`src/rtl/booth_mult4_pkg.sv`:
```
`default_nettype none
// ============================================================================
// Module      : booth_mult4_pkg
// Description : Shared definitions for the radix-2 Booth multiplier:
//               default operand width, step-counter width and the FSM
//               state encoding.
// Revision    : 1.0 - initial release
// ============================================================================
package booth_mult4_pkg;

    // Default operand width in bits; the product is twice this wide.
    localparam int DEFAULT_WIDTH = 4;

    // The step counter must hold the value WIDTH-1 with headroom to spare.
    function automatic int cnt_width(input int w);
        return $clog2(w) + 1;
    endfunction

    localparam int CNT_WIDTH = cnt_width(DEFAULT_WIDTH);

    typedef enum logic [1:0] {
        ST_IDLE = 2'd0,
        ST_BUSY = 2'd1,
        ST_DONE = 2'd2
    } state_t;

endpackage : booth_mult4_pkg
`default_nettype wire

```
`src/rtl/booth_mult4_if.sv`:
```
`default_nettype none
// ============================================================================
// Module      : booth_mult4_if
// Description : Request/response bundle of the Booth multiplier.
//               start/a/b      - request (master drives)
//               busy/done/p    - status and result (slave drives)
//               master modport : requester side
//               slave modport  : multiplier side
// Revision    : 1.0 - initial release
// ============================================================================
interface booth_mult4_if
    import booth_mult4_pkg::*;
#(
    parameter int WIDTH = DEFAULT_WIDTH
);

    logic                 start;
    logic [WIDTH-1:0]     a;
    logic [WIDTH-1:0]     b;
    logic                 busy;
    logic                 done;
    logic [2*WIDTH-1:0]   p;

    modport master (
        output start,
        output a,
        output b,
        input  busy,
        input  done,
        input  p
    );

    modport slave (
        input  start,
        input  a,
        input  b,
        output busy,
        output done,
        output p
    );

endinterface : booth_mult4_if
`default_nettype wire

```
`src/rtl/booth_mult4_addsub.sv`:
```
`default_nettype none
// ============================================================================
// Module      : addsub_stage
// Description : Combinational N-bit adder/subtractor with wrap-around.
//               sum = x + y when sub = 0, sum = x - y when sub = 1.
//               Ports: x, y (N bits), sub (1 bit), sum (N bits).
// Revision    : 1.0 - initial release
// ============================================================================
module addsub_stage #(
    parameter int N = 5
) (
    input  wire logic [N-1:0] x,
    input  wire logic [N-1:0] y,
    input  wire logic         sub,
    output logic      [N-1:0] sum
);

    // Two's-complement subtract: invert y and inject a carry-in of one.
    logic [N-1:0] w_y_mod;
    logic [N-1:0] w_cin;

    assign w_y_mod = y ^ {N{sub}};
    assign w_cin   = {{(N-1){1'b0}}, sub};
    assign sum     = x + w_y_mod + w_cin;

endmodule : addsub_stage
`default_nettype wire

```
`src/rtl/booth_mult4.sv`:
```
`default_nettype none
// ============================================================================
// Module      : booth_mult4
// Description : Sequential radix-2 Booth multiplier for signed operands.
//               One Booth step per cycle, WIDTH steps per product.
//               clk    - clock, rising edge
//               rst_n  - asynchronous active-low reset
//               bus    - slave side of booth_mult4_if
//                        (start/a/b in, busy/done/p out)
// Revision    : 1.0 - initial release
// ============================================================================
module booth_mult4
    import booth_mult4_pkg::*;
#(
    parameter int WIDTH = DEFAULT_WIDTH
) (
    input  wire logic     clk,
    input  wire logic     rst_n,
    booth_mult4_if.slave  bus
);

    localparam int CNT_W = cnt_width(WIDTH);

    state_t               r_state;
    logic [WIDTH:0]       r_acc;   // accumulator A, one guard bit wider
    logic [WIDTH-1:0]     r_q;     // multiplier Q, consumed LSB first
    logic                 r_q1;    // Booth look-behind bit
    logic [WIDTH:0]       r_m;     // sign-extended multiplicand
    logic [CNT_W-1:0]     r_cnt;
    logic                 r_busy;
    logic                 r_done;
    logic [2*WIDTH-1:0]   r_p;

    logic                 w_sub;
    logic [WIDTH:0]       w_sum;
    logic [WIDTH:0]       w_acc_step;
    logic [WIDTH:0]       w_acc_sh;
    logic [WIDTH-1:0]     w_q_sh;
    logic                 w_last;

    // {Q0,q_1} = 10 subtracts M, 01 adds M, equal bits leave A alone.
    assign w_sub = r_q[0] & ~r_q1;

    addsub_stage #(
        .N   (WIDTH + 1)
    ) u_addsub (
        .x   (r_acc),
        .y   (r_m),
        .sub (w_sub),
        .sum (w_sum)
    );

    assign w_acc_step = (r_q[0] ^ r_q1) ? w_sum : r_acc;

    // Arithmetic right shift of {A,Q,q_1}; A's sign bit is replicated.
    assign w_acc_sh = {w_acc_step[WIDTH], w_acc_step[WIDTH:1]};
    assign w_q_sh   = {w_acc_step[0], r_q[WIDTH-1:1]};

    assign w_last = (r_cnt == CNT_W'(WIDTH - 1));

    always_ff @(posedge clk or negedge rst_n) begin
        if (!rst_n) begin
            r_state <= ST_IDLE;
            r_acc   <= '0;
            r_q     <= '0;
            r_q1    <= 1'b0;
            r_m     <= '0;
            r_cnt   <= '0;
            r_busy  <= 1'b0;
            r_done  <= 1'b0;
            r_p     <= '0;
        end else begin
            case (r_state)
                ST_IDLE: begin
                    r_done <= 1'b0;
                    if (bus.start) begin
                        r_acc   <= '0;
                        r_q     <= bus.b;
                        r_q1    <= 1'b0;
                        r_m     <= {bus.a[WIDTH-1], bus.a};
                        r_cnt   <= '0;
                        r_busy  <= 1'b1;
                        r_state <= ST_BUSY;
                    end
                end

                ST_BUSY: begin
                    r_acc <= w_acc_sh;
                    r_q   <= w_q_sh;
                    r_q1  <= r_q[0];
                    r_cnt <= r_cnt + 1'b1;
                    if (w_last) begin
                        // Product is taken from the post-shift value of
                        // the final step, so it is valid with done.
                        r_p     <= {w_acc_sh[WIDTH-1:0], w_q_sh};
                        r_busy  <= 1'b0;
                        r_done  <= 1'b1;
                        r_state <= ST_DONE;
                    end
                end

                ST_DONE: begin
                    r_done  <= 1'b0;
                    r_state <= ST_IDLE;
                end

                default: begin
                    r_busy  <= 1'b0;
                    r_done  <= 1'b0;
                    r_state <= ST_IDLE;
                end
            endcase
        end
    end

    assign bus.busy = r_busy;
    assign bus.done = r_done;
    assign bus.p    = r_p;

endmodule : booth_mult4
`default_nettype wire

```
`src/flat_wrapper.sv`:
```
// flat-port wrapper written by rule: the top's interface ports become plain ports
module booth_mult4_flat import booth_mult4_pkg::*;
#(
    parameter int WIDTH = DEFAULT_WIDTH
)
  (clk, rst_n, bus_start, bus_a, bus_b, bus_busy, bus_done, bus_p);
  booth_mult4_if #(.WIDTH(WIDTH)) bus_i ();
  input  wire logic clk;
  input  wire logic rst_n;
  input wire logic [$bits(bus_i.start)-1:0] bus_start;
  input wire logic [$bits(bus_i.a)-1:0] bus_a;
  input wire logic [$bits(bus_i.b)-1:0] bus_b;
  output wire logic [$bits(bus_i.busy)-1:0] bus_busy;
  output wire logic [$bits(bus_i.done)-1:0] bus_done;
  output wire logic [$bits(bus_i.p)-1:0] bus_p;
  assign bus_i.start = bus_start;
  assign bus_i.a = bus_a;
  assign bus_i.b = bus_b;
  assign bus_busy = bus_i.busy;
  assign bus_done = bus_i.done;
  assign bus_p = bus_i.p;
  booth_mult4 #(.WIDTH(WIDTH)) u_core (.clk(clk), .rst_n(rst_n), .bus(bus_i));
endmodule
```
`config.mk`:
```
export PLATFORM = sky130hd
export DESIGN_NAME = booth_mult4_flat
export DESIGN_NICKNAME = d
export VERILOG_FILES = /design/src/rtl/booth_mult4_pkg.sv /design/src/rtl/booth_mult4_if.sv /design/src/rtl/booth_mult4_addsub.sv /design/src/rtl/booth_mult4.sv /design/src/flat_wrapper.sv
export SDC_FILE = /design/constraint.sdc
export NUM_CORES = 1
export LEC_CHECK = 0
export CORE_MARGIN = 2
export CORE_UTILIZATION = 55
export DETAILED_ROUTE_END_ITERATION = 8
export PLACE_DENSITY = 0.81
export SLEW_MARGIN = 20
export SYNTH_ARGS = -nofsm -noshare
export SYNTH_HDL_FRONTEND = slang
export SYNTH_SLANG_ARGS = --single-unit
```
`constraint.sdc`:
```
create_clock -name clk -period 4.5 [get_ports clk]
set_clock_uncertainty 0.05 [all_clocks]
set_input_delay 0.675 -clock clk [delete_from_list [all_inputs] [get_ports clk]]
set_output_delay 0.675 -clock clk [all_outputs]
set_load 0.005 [all_outputs]
```
==> flow_metrics.py <==
metrics = {
    "place": {
        "io_buffers": 20,
        "dp_hpwl_um": 1967,
        "placed_cells": 175,
        "place_congestion": 0.8563,
        "dp_slack_ns": 2.180,
    },
    "sta": {
        "layout_setup_ws_ns": 2.144,
        "tns_ns": 0,
        "grt_setup_unrepaired": "false",
        "timing.final.crit_share_pct": 52.35,
        "finalSetupViolations": 0,
        "holdWs_ns": 0.4491,
        "hold_viol": 0,
        "max_freq_mhz": 424.5,
        "finalCriticalPeriod_ns": 2.356,
        "drv_slew": 0,
        "worst_slew_pin_slew_ns": 0.6946,
        "slew_headroom_pct": 53.60,
    },
    "clock_network": {
        "root_buffer": "clkbuf_4",
        "cts_sinks": 28,
        "clock_latency_ns": 0.32,
        "htreeDepth": 1,
        "cts_setup_buffers": 0,
        "cts.path.max_buffers": 2,
        "ctsHoldBuffers": 0,
        "path_clk_slew_ns": 0.14,
        "post_cts_resized": 0,
        "cts_made_buffers": 3,
        "cts_tree": "yes",
    },
    "synthesis": {
        "ys_seq_area_share_pct": 51.00,
        "syn_inst": 128,
        "synth_seq_cells": 28,
        "synth-warning-count": 0,
        "synth.distinct_cells": 30,
        "syn_avg_cell_area_um2": 10.73,
        "syn-cell-area_um2": 1374,
        "syn_nets": 146,
    },
    "min_path": {
        "hp-class": "flop to flop",
    },
    "floorplanning": {
        "die_h_um": 53.98,
        "start_util_pct": 56.48,
        "rows": 18,
        "chipWidth_um": 53.98,
        "boundaryPins": 21,
        "core_um2": 2432,
        "die-area_um2": 2914,
    },
    "cells_and_area": {
        "n_antenna_cell": 0,
        "area_growth_pct": 18.31,
        "nNetsFinal": 168,
        "layout-drive-gt1-share_pct": 4.054,
        "finalNonFillerCells": 178,
    },
    "flow_run": {
        "maxCapViolations": 0,
    },
    "global_route": {
        "grt_pass1_vias": 987,
        "grt.total_usage_pct": 21.82,
        "grt_antenna_before_repair": 0,
        "gr-total-overflow": 0,
        "grt_first_pass_wirelength_um": 4498,
        "grt_max_degree": 29,
    },
    "worst_setup_path": {
        "cp.arrival_ns": 2.54,
        "crit_path_max_fanout": 4,
        "path_class": "flop to flop",
        "crit_path_start_kind": "flop",
        "worstPathRequired_ns": 4.68,
        "end_kind": "flop",
    },
    "run_status": {
        "status": "finished clean",
    },
    "drt": {
        "routed_wl_um": 2686,
        "vias_per_cell": 5.713,
        "via_count": 1017,
        "drc": 0,
        "drt_iter0_drc": 24,
        "dr.pass1.iters": 4,
        "wl_per_cell_um": 15.09,
        "antenna_left": 0,
    },
    "power_and_ir_drop": {
        "p_leak_nw": 0.7302,
        "power.density_nw_per_um2": 795.2,
        "vdd_ir_drop_max_uv": 448.9,
    },
}
## path summary, 6_finish.rpt
check | startpoint | to | slack [ns] | cells after the start
max in group asynchronous | rst_n | u_core.r_q[0]$_DFFE_PN0P_ | 3.48 | 2
worst min-delay path | u_core.r_cnt[0]$_DFFE_PN0P_ | u_core.r_cnt[0]$_DFFE_PN0P_ | 0.45 | 1
worst max register to register | u_core.r_q1$_DFFE_PN0P_ | u_core.bus.p[7]$_DFFE_PN0P_ | 2.14 | 7
worst min register to register | u_core.r_cnt[0]$_DFFE_PN0P_ | u_core.r_cnt[0]$_DFFE_PN0P_ | 0.45 | 1
worst max-delay path | u_core.r_q1$_DFFE_PN0P_ | u_core.bus.p[7]$_DFFE_PN0P_ | 2.14 | 7
min in group asynchronous | rst_n | u_core.r_acc[3]$_DFFE_PN0P_ | 0.66 | 2
## flip-flops by register name, summed over array words and instances (netlist names)
signal,cells
u_core.bus.done,1
u_core.r_q1,1
u_core.r_acc,4
u_core.r_state,2
u_core.bus.p,8
u_core.r_cnt,3
u_core.r_m,4
u_core.r_q,4
u_core.bus.busy,1
## metal layers
metal	global-route usage (%)	up-vias	wire length, um
met5	0	-	0
met4	9.167	0	52
li1	-	488	-
met3	5.000	7	131
met2	35.37	33	1291
met1	28.04	489	1211
## cells in the final DEF, fill, tap and decap left out, drive strengths merged, types with 6 or more instances in the layout
cell type and n:
dfrtp 28, clkdlybuf4s50 20, o21ai 14, nand2 12, nor2 11, mux2 7, inv 6, a21oi 6
nor2b 6, ha 6
## worst max-delay path: stages (launching register included)
cell and delay [ns]:
dfrtp_1 0.39, inv_1 0.05, ha_1 0.26, mux2_4 0.32, fa_1 0.41, a2111oi_0 0.43
a211oi_1 0.12, o31ai_1 0.25
## cells by family after synthesis
group | Yosys count | share of synthesized area (%)
buffers and inverters | 10 | 2.823
flip-flops | 28 | 51.00
AND/OR/NAND/NOR | 33 | 11.02
multiplexers | 9 | 7.468
XOR/XNOR | 6 | 3.826
AO/OA/AOI/OAI | 35 | 16.94
adder cells (fa/ha/maj) | 7 | 6.922
## final cells by class
class | count | area (um^2)
Clock buffer | 3 | 22.52
Sequential cell | 28 | 700.7
Multi-Input combinational cell | 90 | 634.4
Inverter | 6 | 22.52
Timing Repair Buffer | 21 | 207.7
Fill cell | 198 | 807.0
Tap cell | 30 | 37.54
## report_power, final
part	leakage (nW)	switching, mW	internal, mW	total, mW
Combinational	0.371	0.365	0.351	0.716
Sequential	0.345	0.103	0.372	0.475
Clock	0.0138	0.0692	0.0314	0.101
## synth_stat cells
cell type  number  area (um^2)
nand2b_1        2        12.51
mux2_4          1        15.01
a211oi_1        1        7.510
nor2_1         11        41.29
o31ai_1         3        22.52
fa_1            1        20.02
a21oi_1         6        30.03
o21ai_1         9        45.04
o22a_1          1        8.760
ha_1            6        75.07
dfrtp_1        28        700.7
o21ai_0         5        25.02
a221oi_1        1        8.760
nand2_1        12        45.04
clkbuf_1        3        11.26
and2b_1         1        7.510
inv_1           6        22.52
xnor2_1         3        26.28
a31oi_4         1        21.27
xor2_1          3        26.28
a2111oi_0       1        8.760
nand3b_1        1        7.510
a22oi_1         3        22.52
nor2b_1         6        37.54
a21o_1          1        7.510
buf_2           1        5.000
o21bai_1        1        7.510
a22o_1          2        17.52
mux2i_1         2        20.02
mux2_1          6        67.56
## metrics by stage
step                cell area (um^2)  utilization (%)  total power [mW]
finish                          1625            66.82             1.292
global route                    1625            66.82             1.415
global placement                1603            65.90             1.161
detailed placement              1603            65.90             1.196
CTS                             1625            66.82             1.303
floorplan                       1374                -            0.9761
No activity file was read; power rests on OpenSTA's default activity.
==> RTL edit 1 (config.mk and constraints unchanged) <==
`DEFAULT_WIDTH`: 4 -> 3.
--- a/src/rtl/booth_mult4_pkg.sv
+++ b/src/rtl/booth_mult4_pkg.sv
@@ -10,5 +10,5 @@
 
     // Default operand width in bits; the product is twice this wide.
-    localparam int DEFAULT_WIDTH = 4;
+    localparam int DEFAULT_WIDTH = 3;
 
     // The step counter must hold the value WIDTH-1 with headroom to spare.
Interface: changed (resized bus_a, bus_b and bus_p); port bits go from 21 to 17. The function was not compared with the original's and may differ.
==> RTL edit 1 against the unedited design <==
- total power fell by 21%
- hold slack got worse by 0.21 ns
- setup slack improved by 0.26 ns
- synthesized area fell by 17%
- routed wire length fell by 18%
- sequential power fell by 19%
- via count fell by 20%
- die area fell by 16%
- sequential cell count fell by 5
- synthesized cell count fell by 20%
- cell area fell by 19%
- largest cell class unchanged
==> RTL edit 1: results (changes against the unedited design) <==
metric	value	unit	change
outcome	finished, final reports clean		
number of synthesized flops with an enable pin	0		unchanged
PortBufs	16		-20%
Tot GR Track Use	0.224		+0.00551
Psw	410	uW	-24%
max reg flops	6		-2
Reg area	576	sq um	-18%
most instantiated cells after synthesis	23 x dfrtp_1, 10 x nor2_1, 10 x o21ai_0		
total number of vias	813		-20%
post-place setup slack	2.24	ns	+0.0610 ns
clock buffers	4		+1
multi-input combinational area share	0.384		-0.00583
largest net degree at the start of global routing	24		-17%
fillcell total	179		-9.6%
Detailed Place HPWL	1680	um	-14%
Layout clock area frac	0.0199		+0.00603
top cells by area, synth	dfrtp_1 50%, ha_1 5.5%, o21ai_0 4.4%, mux2_4 4.0%, nor2_1 3.3%		
Mapped Area	1140	sq um	-17%
mux contribution to synthesized area	0.0867		+0.0120
Final Non-Filler Cells	147		-17%
non-clock buffer share of cell area	0.117		-0.0104
wire length per cell	15.1	um	-0.14%
drt initial violations	16		-33%
Adder-Cell Fraction of Synth Area	0.0724		+0.00323
Synth Area in XOR/XNOR	0.0307		-0.00752
Plain + repair buffers	16		-24%
Min-Delay Path Class	in2async		
VDD IR max	0.422	mV	-5.9%
clk slew on worst S/H paths	0.12	ns	-0.02 ns
gpl congestion	0.794		-7.3%
count of cell types in the netlist	27		-10%
combinational share of power	0.528		-0.026
Lkg Pwr	0.000598	uW	-18%
Worst-Skew Late Latency	0.32	ns	about the same
Seq cells	23		-18%
# hold bufs at CTS	0		unchanged
post-synthesis compound-gate area fraction	0.137		-0.0322
multi-input gates	71		-21%
global-route wire length before repair	4020	um	-11%
data arrival time of the worst path	2.29	ns	-0.25 ns
vias in the first global route	875		-11%
Critical-path top delay cell	fa_1		
Post-Place Cells	143		-18%
Rel. slew slack	0.673		+0.137
register share of total power	0.376		+0.008
Gate Count Post-Synth	103		-20%
cts bufs inserted	3		unchanged
register area share after synthesis	0.505		-0.00508
share of cells above drive strength 1	0.108		+0.0678
design area	1320	sq um	-19%
Cell Pwr Density	774	nW/um^2	-2.7%
Max FO, Critical Path	3		-1
RTL edit 1: worst paths after layout:
check	slack, ns	start	end
worst min-delay path	0.24	rst_n	u_core.r_acc[1]
max in group asynchronous	3.82	rst_n	u_core.r_state[0]
worst max-delay path	2.40	u_core.r_q1	u_core.r_acc[1]
min in group clk	0.45	u_core.r_cnt[2]	u_core.r_cnt[2]
worst min register to register	0.45	u_core.r_cnt[2]	u_core.r_cnt[2]
worst max register to register	2.40	u_core.r_q1	u_core.r_acc[1]
RTL edit 1: worst max-delay path, delay by kind of cell, from the launching register on:
| family | cells | cell delay (ns) |
|---|---|---|
| xor+xnor | 2 | 0.39 |
| fa+ha+maj | 2 | 0.66 |
| compound gates | 2 | 0.35 |
| flops | 1 | 0.41 |
| buf+inv | 2 | 0.16 |
RTL edit 1: routing by layer:
metal	up-vias	GRT usage	wire, um
met5	-	0	0
met4	0	0.157	98
met3	9	0.0394	65
met2	17	0.356	1120
met1	399	0.275	933
li1	388	-	-
==> RTL edit 2 (config.mk and constraints unchanged) <==
Without the edit above. Re-encode `state_t` (3 states) as one-hot, 3 bits wide.
--- a/src/rtl/booth_mult4_pkg.sv
+++ b/src/rtl/booth_mult4_pkg.sv
@@ -19,8 +19,8 @@
     localparam int CNT_WIDTH = cnt_width(DEFAULT_WIDTH);
 
-    typedef enum logic [1:0] {
-        ST_IDLE = 2'd0,
-        ST_BUSY = 2'd1,
-        ST_DONE = 2'd2
+    typedef enum logic [2:0] {
+        ST_IDLE = 3'b001,
+        ST_BUSY = 3'b010,
+        ST_DONE = 3'b100
     } state_t;
 
Formal check against the unedited RTL: same outputs for any inputs over 10 cycles, from zero or initial values and one cycle with rst_n low; not proved beyond that.
==> RTL edit 2 against the unedited design <==
- total power fell by 3.1%
- routed wire length is 4.7% higher
- sequential power decreased by 8.6%
- synthesized area up 5.4%
- die area increased by 5.0%
- final cell count grew 4.5%
- non-clock buffer count stayed put
- sequential share of layout area shrank 1.8 points
- sequential cell count grew 1
- setup slack worse by 0.020 ns
- cell area up 8.2%
- critical endpoint unchanged
==> RTL edit 2: results (changes against the unedited design) <==
metric	value	unit	change
outcome	finished, final reports clean		
worst hold path cell count	2		+1
drt initial violations	19		-21%
WHS Endpoint	u_core.bus.p[6]		
async set or reset register ratio after synthesis	1.00		unchanged
global-route wire length before repair	4900	um	+8.9%
CP max stage delay	0.55	ns	+0.12 ns
top cells by area, synth	dfrtp_1 48%, mux2_2 5.4%, ha_1 5.2%, mux2i_1 4.1%, nand2_1 4.1%		
worst r2r dst	u_core.bus.p[7]		
GR Util met1	0.273		-0.00735
Worst-Skew Late Latency	0.35	ns	+0.03 ns
Tot GR Track Use	0.213		-0.00513
met2 Use GR	0.321		-0.0322
Detailed Place HPWL	1940	um	-1.5%
Post-Place Cells	178		+1.7%
count of cell types in the netlist	38		+27%
most instantiated cells after synthesis	28 x dfrtp_1, 16 x nand2_1, 11 x o21ai_0		
gpl congestion	0.882		+3.0%
total number of vias	1036		+1.9%
Layout Nets	173		+3.0%
largest net degree at the start of global routing	30		+3.4%
clk slew on worst S/H paths	0.10	ns	-0.04 ns
wire length per cell	15.1	um	+0.22%
data arrival time of the worst path	2.59	ns	+0.05 ns
vias in the first global route	1026		+4.0%
placed cell areas	1660	sq um	+3.4%
share of cells above drive strength 1	0.141		+0.100
H-tree depth	2		+1
Final Non-Filler Cells	186		+4.5%
grt met3 use	0.0749		+0.0249
post-synth net total	151		+3.4%
Gate Count Post-Synth	133		+3.9%
cts bufs inserted	5		+2
Reg2Reg Launch Point	u_core.r_q[0]		
Lkg Pwr	0.000800	uW	+9.6%
VDD IR max	0.679	mV	+51%
-- RTL edit 2: changes by cell type in the layout (fill, tap and decap cells not counted), moves of 5 or more --
cell / change
o21ai_1: -8
nor3_1: +5
mux2_1: -6
o21ai_0: +6
nor2_1: -7
mux2_2: +7
-- RTL edit 2: logic make-up (layout without fill, tap and decap cells) --
| logic type | Yosys count | count (layout) | share of synthesized area |
|---|---|---|---|
| mux | 13 | 13 | 0.0959 |
| buf+inv | 14 | 37 | 0.0458 |
| xor+xnor | 5 | 5 | 0.0302 |
| flops | 29 | 29 | 0.502 |
| simple gates | 40 | 40 | 0.154 |
| fa+ha+maj | 7 | 7 | 0.0657 |
| compound gates | 25 | 25 | 0.106 |
-- RTL edit 2: final cells by class --
cell class | instances | area share
Clock buffer | 5 | 0.0213
Clock inverter | 3 | 0.0370
Inverter | 8 | 0.0171
Multi-Input combinational cell | 90 | 0.372
Sequential cell | 29 | 0.413
Tap cell | 30 | 0.0213
Timing Repair Buffer | 21 | 0.118
-- RTL edit 2: worst max-delay path, delay by kind of cell (launching register included) --
family	cells	cell delay [ns]
muxes	1	0.31
DFF	1	0.43
AOI/OAI and AO/OA	3	0.89
adders and majority gates	2	0.56
buffers and inverters	1	0.06
-- RTL edit 2: through the flow --
stage | setup slack, ns | utilization | hold slack, ns
after floorplan | 2.58 | - | 0.329
after global placement | 2.22 | 0.669 | 0.411
after detailed placement | 2.18 | 0.669 | 0.416
after CTS | 2.17 | 0.710 | 0.438
after global routing | 2.00 | 0.710 | 0.461
final | 2.12 | 0.710 | 0.434
-- RTL edit 2: where the power goes --
part / switching, uW / leakage (uW) / internal (uW) / total (uW)
registers: 77.1 / 0.000378 / 357 / 434
logic: 291 / 0.000367 / 255 / 546
clock network: 101 / 0.0000552 / 172 / 273
total: 469 / 0.000800 / 783 / 1250
-- RTL edit 2: worst max path at each step --
stage                  startpoint               to  depth (start not counted)
global route        u_core.r_q[0]  u_core.bus.p[7]                          7
detailed placement      bus_start    u_core.r_q[3]                          5
CTS                 u_core.r_q[0]  u_core.bus.p[7]                          7
floorplan           u_core.r_q[0]  u_core.bus.p[7]                          6
finish              u_core.r_q[0]  u_core.bus.p[7]                          7
global placement        bus_start    u_core.r_q[3]                          5
-- RTL edit 2: layer usage --
metal,share of wire,vias up,wire length [um]
met5,0,-,0
met4,0.025,0,70
met3,0.051,8,144
met2,0.47,24,1320
met1,0.45,501,1280
li1,-,503,-
